### config.mk
export PLATFORM = sky130hd
export DESIGN_NAME = fetch_queue_flat
export DESIGN_NICKNAME = d
export VERILOG_FILES = /design/src/rtl/fetch_queue_if.sv /design/src/rtl/fetch_queue.sv /design/src/flat_wrapper.sv
export SDC_FILE = /design/constraint.sdc
export NUM_CORES = 1
export LEC_CHECK = 0
export CORE_MARGIN = 3
export CORE_UTILIZATION = 50
export DETAILED_ROUTE_END_ITERATION = 16
export GPL_TIMING_DRIVEN = 0
export PLACE_DENSITY = 0.79
export SLEW_MARGIN = 20
export SYNTH_ARGS = -nofsm -noshare
export SYNTH_HDL_FRONTEND = slang
export SYNTH_SLANG_ARGS = --single-unit
export TNS_END_PERCENT = 5
### constraint.sdc
create_clock -name clk -period 8.2 [get_ports clk]
set_input_delay 1.64 -clock clk [delete_from_list [all_inputs] [get_ports clk]]
set_output_delay 1.64 -clock clk [all_outputs]
set_load 0.02 [all_outputs]
### src/rtl/fetch_queue_if.sv
// Handshake/bus bundle between the fetch front end and its neighbours (imem, decode, MEM redirect).
// FETCH_QUEUE_PERF_EN adds the three performance counter outputs.
interface fetch_queue_if #(
  parameter int DEPTH = 4
);
  localparam int CW = $clog2(DEPTH) + 1;

  logic          i_stall;
  logic          i_branch_taken;
  logic [31:0]   i_branch_address;
  logic [31:0]   o_imem_address;
  logic [31:0]   i_imem_data;
  logic [31:0]   o_instruction;
  logic [31:0]   o_address_pc;
  logic          o_valid;
  logic [CW-1:0] o_count;
`ifdef FETCH_QUEUE_PERF_EN
  logic [31:0]   o_flush_count;
  logic [31:0]   o_stall_count;
  logic [31:0]   o_empty_count;

  modport master (
    output i_stall, i_branch_taken, i_branch_address, i_imem_data,
    input  o_imem_address, o_instruction, o_address_pc, o_valid, o_count,
           o_flush_count, o_stall_count, o_empty_count
  );
  modport slave (
    input  i_stall, i_branch_taken, i_branch_address, i_imem_data,
    output o_imem_address, o_instruction, o_address_pc, o_valid, o_count,
           o_flush_count, o_stall_count, o_empty_count
  );
`else
  modport master (
    output i_stall, i_branch_taken, i_branch_address, i_imem_data,
    input  o_imem_address, o_instruction, o_address_pc, o_valid, o_count
  );
  modport slave (
    input  i_stall, i_branch_taken, i_branch_address, i_imem_data,
    output o_imem_address, o_instruction, o_address_pc, o_valid, o_count
  );
`endif
endinterface

### src/rtl/fetch_queue.sv
// Instruction-fetch front end: owns the PC, prefetches into a small FIFO, flushes on branch redirect.
// Optional performance counters are enabled with FETCH_QUEUE_PERF_EN.
//
// state    | meaning
// RUN      | normal fetch; push when FIFO has room or head is consumed
// REDIRECT | first cycle after a flush; FIFO known empty, target word is fetched
module fetch_queue #(
  parameter int          DEPTH    = 4,
  parameter logic [31:0] RESET_PC = 32'h0000_0000,
  parameter int          PC_STEP  = 4
) (
  input logic          clk,
  input logic          reset,
  fetch_queue_if.slave bus
);
  localparam int            PW   = $clog2(DEPTH);
  localparam int            CW   = PW + 1;
  localparam logic [CW-1:0] FULL = CW'(DEPTH);
  localparam logic [31:0]   STEP = 32'(PC_STEP);

  typedef enum logic {RUN, REDIRECT} state_t;

  state_t        state;
  logic [31:0]   pc;
  logic [PW-1:0] head;
  logic [PW-1:0] tail;
  logic [CW-1:0] count;
  logic [31:0]   instr_mem [DEPTH];
  logic [31:0]   pcn_mem [DEPTH];
  logic          valid;
  logic          flush;
  logic          pop;
  logic          push;

  assign valid = (count != '0);
  assign flush = bus.i_branch_taken;
  assign pop   = valid & ~bus.i_stall & ~flush;
  assign push  = ~flush & ((state == REDIRECT) | (count < FULL) | pop);

  always_ff @(posedge clk or negedge reset) begin
    if (!reset) begin
      state <= RUN;
      pc    <= RESET_PC;
      head  <= '0;
      tail  <= '0;
      count <= '0;
    end else if (flush) begin
      state <= REDIRECT;
      pc    <= bus.i_branch_address;
      head  <= '0;
      tail  <= '0;
      count <= '0;
    end else begin
      state <= RUN;
      if (pop)
        head <= head + PW'(1);
      if (push) begin
        tail <= tail + PW'(1);
        pc   <= pc + STEP;
      end
      if (push & ~pop)
        count <= count + CW'(1);
      else if (pop & ~push)
        count <= count - CW'(1);
    end
  end

  // Payload storage needs no reset: occupancy alone decides what is visible.
  always_ff @(posedge clk) begin
    if (push) begin
      instr_mem[tail] <= bus.i_imem_data;
      pcn_mem[tail]   <= pc + STEP;
    end
  end

  assign bus.o_imem_address = pc;
  assign bus.o_valid        = valid;
  assign bus.o_count        = count;
  assign bus.o_instruction  = valid ? instr_mem[head] : 32'h0000_0000;
  assign bus.o_address_pc   = valid ? pcn_mem[head] : 32'h0000_0000;

`ifdef FETCH_QUEUE_PERF_EN
  logic [31:0] flush_cnt;
  logic [31:0] stall_cnt;
  logic [31:0] empty_cnt;

  always_ff @(posedge clk or negedge reset) begin
    if (!reset) begin
      flush_cnt <= '0;
      stall_cnt <= '0;
      empty_cnt <= '0;
    end else begin
      if (flush && flush_cnt != '1)
        flush_cnt <= flush_cnt + 32'd1;
      if (valid && bus.i_stall && stall_cnt != '1)
        stall_cnt <= stall_cnt + 32'd1;
      if (!valid && empty_cnt != '1)
        empty_cnt <= empty_cnt + 32'd1;
    end
  end

  assign bus.o_flush_count = flush_cnt;
  assign bus.o_stall_count = stall_cnt;
  assign bus.o_empty_count = empty_cnt;
`endif
endmodule
### src/flat_wrapper.sv
// flat-port wrapper written by rule: the top's interface ports become plain ports
module fetch_queue_flat 
#(
  parameter int          DEPTH    = 4,
  parameter logic [31:0] RESET_PC = 32'h0000_0000,
  parameter int          PC_STEP  = 4
)
  (clk, reset, bus_i_stall, bus_i_branch_taken, bus_i_branch_address, bus_i_imem_data, bus_o_imem_address, bus_o_instruction, bus_o_address_pc, bus_o_valid, bus_o_count);
  fetch_queue_if #(.DEPTH(DEPTH)) bus_i ();
  input logic clk;
  input logic reset;
  input wire logic [$bits(bus_i.i_stall)-1:0] bus_i_stall;
  input wire logic [$bits(bus_i.i_branch_taken)-1:0] bus_i_branch_taken;
  input wire logic [$bits(bus_i.i_branch_address)-1:0] bus_i_branch_address;
  input wire logic [$bits(bus_i.i_imem_data)-1:0] bus_i_imem_data;
  output wire logic [$bits(bus_i.o_imem_address)-1:0] bus_o_imem_address;
  output wire logic [$bits(bus_i.o_instruction)-1:0] bus_o_instruction;
  output wire logic [$bits(bus_i.o_address_pc)-1:0] bus_o_address_pc;
  output wire logic [$bits(bus_i.o_valid)-1:0] bus_o_valid;
  output wire logic [$bits(bus_i.o_count)-1:0] bus_o_count;
  assign bus_i.i_stall = bus_i_stall;
  assign bus_i.i_branch_taken = bus_i_branch_taken;
  assign bus_i.i_branch_address = bus_i_branch_address;
  assign bus_i.i_imem_data = bus_i_imem_data;
  assign bus_o_imem_address = bus_i.o_imem_address;
  assign bus_o_instruction = bus_i.o_instruction;
  assign bus_o_address_pc = bus_i.o_address_pc;
  assign bus_o_valid = bus_i.o_valid;
  assign bus_o_count = bus_i.o_count;
  fetch_queue #(.DEPTH(DEPTH), .RESET_PC(RESET_PC), .PC_STEP(PC_STEP)) u_core (.clk(clk), .reset(reset), .bus(bus_i));
endmodule
Word level (Yosys, flattened, before mapping). Memories as Yosys holds them, arrays and structs flattened. Cells that the tools add are included.

Register bits after elaboration: 40. Bits in writable memories: 256. Input port bits: 68. Output and inout port bits: 100. Memories kept: 2.

$add $sub $neg: 5. Order comparisons: 1. Multiplexer cells: 14. Bitwise operators: 11. Reductions and logical operators: 4.

Memory list: u_core.instr_mem (words 4, bits a word 32, read ports 1, clocked after Yosys merged registers in 0, write ports 1, RTL line fetch_queue.sv:28) `logic [31:0] instr_mem [DEPTH];`; u_core.pcn_mem (words 4, bits a word 32, read ports 1, clocked after Yosys merged registers in 0, write ports 1, RTL line fetch_queue.sv:29) `logic [31:0] pcn_mem [DEPTH];`.

Operators with widths (count): 32-bit two-way mux (4); 32-bit by 3-bit adder with 32-bit output (second input constant) (1); 3-bit two-way mux (3); 2-bit two-way mux (4); 3-bit nonzero test (2); 1-bit bitwise AND (5); 2-bit by 1-bit adder with 2-bit output (second input constant) (2); 1-bit inverter (4); 2-bit nonzero test (2); 3-bit by 1-bit adder with 3-bit output (second input constant) (1); 3-bit < comparator (second input constant) (1); 1-bit two-way mux (3); 3-bit by 1-bit subtractor with 3-bit output (second input constant) (1); 1-bit OR (2).

Longest topological paths before layout. Gate-level depths: netlist (run 1).

Depth in word-level cells: 10. Gate-level depth with buffers: 8. Mapped depth without buffers: 7.

Least setup slack after synthesis (run 1). OpenSTA, ideal clock, no wires.

Path type: input to register. Start: input bus_i_stall. End: memory u_core.instr_mem[0][0] (enable). Library setup time: 429 ps. Arrival time: 3864 ps. Path slack: 3907 ps. Cell stages on the path: 5. Buffers on the path: 2. Cell sequence: and3b_1 -> clkbuf_1 -> clkbuf_1 -> nor2_1 -> and2_1.

Word-level cells in the longest chain between the ends: 7.

Ends and longest elaborated chain: start: declaration (RTL line flat_wrapper.sv:12) `input wire logic [$bits(bus_i.i_stall)-1:0] bus_i_stall;`; 1-bit inverter (RTL line fetch_queue.sv:37) `assign pop = valid & ~bus.i_stall & ~flush;`; 1-bit bitwise AND (2 in series) (RTL line fetch_queue.sv:37); 1-bit OR (RTL line fetch_queue.sv:38) `assign push = ~flush & ((state == REDIRECT) | (count < FULL) | pop);`; 1-bit bitwise AND (RTL line fetch_queue.sv:38); 1-bit two-way mux (RTL line fetch_queue.sv:70) `if (push) begin`; 1-bit two-way mux (implied by the code) (RTL line fetch_queue.sv:71) `instr_mem[tail] <= bus.i_imem_data;`; end: declaration (RTL line fetch_queue.sv:28).

Every way passes these cells.

Worst setup path in the final report (run 1).
Start: register u_core.head[0]. End: output bus_o_address_pc[27].

Word-level cells in the longest chain between the ends: 2.

Ends and longest elaborated chain: start: declaration (RTL line fetch_queue.sv:25) `logic [PW-1:0] head;`; start signal: assignment (RTL line fetch_queue.sv:56) `head <= head + PW'(1);`; memory 4 x 32 bit; 32-bit two-way mux (RTL line fetch_queue.sv:80) `assign bus.o_address_pc = valid ? pcn_mem[head] : 32'h0000_0000;`; end: declaration (RTL line flat_wrapper.sv:18) `output wire logic [$bits(bus_i.o_address_pc)-1:0] bus_o_address_pc;`.

Every way passes these cells.

==> results of run 1 <==
## cell usage after synthesis (all sizes together), types with 5 or more instances
cell / count / share of area (%)
nor2: 26 / 0.80
nand3: 14 / 0.67
o21ai: 29 / 1.2
xnor2: 32 / 2.3
dfrtp: 40 / 8.2
nand4: 10 / 0.51
buf: 10 / 0.43
and2: 68 / 3.5
mux4: 64 / 12
edfxtp: 256 / 63
xor2: 28 / 2.0
nand2: 52 / 1.6
clkbuf: 29 / 0.89
ha: 5 / 0.51
inv: 7 / 0.21
nor3: 15 / 0.61
nor4: 9 / 0.51
## through the flow
stage,std cells,instance area (um2),total power [mW],hold slack (ps)
2_1_floorplan,717,12300,2.89,538
3_3_place_gp,1203,14300,3.62,532
3_5_place_dp,1208,14400,3.65,543
4_1_cts,1261,15400,4.92,556
5_1_grt,1261,15400,5.09,587
6_report,1261,15400,4.85,550
## routing by layer
layer	routed length, um	global-route usage, %	vias up
met4	425	4.54	4
met3	1890	4.25	44
met5	29	0	-
met1	10900	27.4	3448
li1	-	-	3138
met2	12700	33.2	257
## state kept, by name (all words and copies together), names as in the netlist
| register | count |
|---|---|
| u_core.instr_mem | 128 |
| u_core.bus.o_imem_address | 32 |
| u_core.state | 1 |
| u_core.bus.o_count | 3 |
| u_core.pcn_mem | 128 |
| u_core.head | 2 |
| u_core.tail | 2 |
## how the worst min path moves through the flow
stage / to / slack (ps) / cells after the start
4_1_cts: u_core.pcn_mem[3][1] / 560 / 0
3_3_place_gp: u_core.pcn_mem[3][1] / 530 / 0
2_1_floorplan: u_core.tail[1] / 540 / 2
5_1_grt: u_core.pcn_mem[3][1] / 590 / 0
3_5_place_dp: u_core.pcn_mem[1][1] / 540 / 0
6_report: u_core.pcn_mem[3][1] / 550 / 0
## cells by family (layout without fill, tap and decap cells)
kind of cell    count (synthesis)  after routing  synth area share (%)
buf+inv                        46            271                  1.53
simple gates                  210            210                  9.20
fa+ha+maj                       6              6                 0.674
flops                         296            296                  70.9
xor+xnor                       60             60                  4.29
mux                            67             67                  12.0
compound gates                 32             32                  1.35
## worst max-delay path, cell delays in order, from the launching register on
cell	delay, ps
dfrtp_1	380
buf_1	590
buf_2	480
mux4_2	550
and2_1	170
clkdlybuf4s50_1	570
## report_power, final
part           internal [mW]  switching, mW
clock network          0.745          0.521
registers               1.82         0.0650
logic                  0.821          0.880
## area by class of cell
cell class | count | share of cell area (%)
clock inverters | 7 | 0.383
multi-input cells | 375 | 22.0
plain buffers | 39 | 1.05
well taps | 319 | 2.60
flip-flops and latches | 296 | 56.5
clock buffers | 46 | 5.59
repair buffers | 172 | 11.6
inverters | 7 | 0.171
==> results_dict.tcl, run 1 <==
set metrics [dict create \
    outcome "finished, final reports clean" \
    cts_hold_buf 0 \
    reg2reg_from "u_core.bus.o_imem_address[2]" \
    cts_buffers 29 \
    worst-path-max-fanout 10 \
    layout-drive-gt1-share_pct 13.9 \
    final.min_clock_period_ps 4920 \
    cts_resized 0 \
    antenna_left 0 \
    reg2regPathDepth 6 \
    setup_slack_ps 3280 \
    dieArea_um2 26400 \
    syn_to_final_growth_pct 25.4 \
    grtUsageTotal_pct 19.9 \
    pwr_density_cell_nw_per_um2 316 \
    dr_total_vias 6891 \
    min_path_type "flop to flop" \
    dr.pass1.iters 5 \
    mappedNetlistArea_um2 12300 \
    core_area_um2 23800 \
    fillers 1663 \
    max_cap_violations 0 \
    via_per_inst 5.46 \
    drt_iter0_markers 498 \
    fmax_mhz 203 \
    slew_headroom_pct 30.5 \
    skew_ps 9.19 \
    crit_arrival_ps 3280 \
    ys_ff_latch 296 \
    cts_tree "yes" \
    end_kind "output pin" \
    p_leak_nw 5.11 \
    worst_ep_required_time_ps 6560 \
    finalSetupViolations 0 \
    cts_sinks 296 \
    grt_overflow 0 \
    drc 0 \
    fp.dieH_um 163 \
    yosysWarnings 0 \
    synth-edff-count 256 \
    final.period_utilization_pct 60.0 \
    clock_latency_ps 530 \
    pre_cts_ws_ps 3710 \
    syn_inst 717 \
    nNetsFinal 994 \
    initial_core_util_pct 51.6 \
    grt_max_degree 46 \
    async_reset_ff_share_pct 13.5 \
    grt_pass1_wl_mm 40.6 \
    endpoint "bus_o_address_pc[27]" \
    diodes 0 \
    setup.worst_path.start "u_core.head[0]" \
    routedWlPerCell_um 20.6 \
    critical_path_class "flop to output pin" \
    path_clk_slew_ps 60 \
    grt_antenna_before_repair 2 \
    drv_slew 0 \
    syn_nets 791 \
    htreeDepth 1 \
    routed_wl_mm 26.0 \
    dp_hpwl_mm 16.9 \
    finalHoldViolCount 0 \
    final_common_cell "edfxtp_1" \
    die_width_um 163 \
    finalSetupTns_ps 0 \
    ios 168 \
    final_cell_mix "edfxtp_1 (256), clkdlybuf4s50_1 (166), mux4_2 (64), and2_1 (64), nand2_1 (52)" \
    rsz0062_at_grt "no" \
    gp_congestion 0.824 \
    fin_util_pct 64.7 \
    avgSynthCellArea_um2 17.1 \
    min_from "u_core.bus.o_imem_address[1]" \
    clockRootBuffer "clkbuf_16" \
    cts_setup_buffers 0 \
    rrSetupSlack_ps 5360 \
    synth.distinct_cells 37 \
    timing.rr.end "u_core.pcn_mem[2][30]" \
    start_kind "flop" \
    yosys_most_used_dff "edfxtp_1" \
    multi_input_area_um2 3380 \
    num_rows 56 \
    worstMarginPinSlew_ps 1030 \
    cts_buffer_depth 3 \
    seqCellArea_um2 8690 \
    portBuffers 167 \
    seq_area_frac_synth_pct 70.9 \
    first_global_vias 7222 \
    vdd_drop_max_mv 0.161 \
]
Note: power is estimated with default switching activity, not from simulation.
==> run 2: changes to the inputs <==
clock period = 4.8 ns   (was 8.2 ns; I/O delays follow)
==> results of run 2 <==
The final DEF is identical to that of run 1. Status: finished, final reports clean.
Main changes from that run: setup slack after placement 3710 ps -> 991 ps; setup slack after layout 3280 ps -> 557 ps; hold slack 550 ps -> 450 ps; register-to-register setup slack 5360 ps -> 1960 ps; total power 4.85 mW -> 8.29 mW; worst IR drop on VDD 0.161 mV -> 0.275 mV
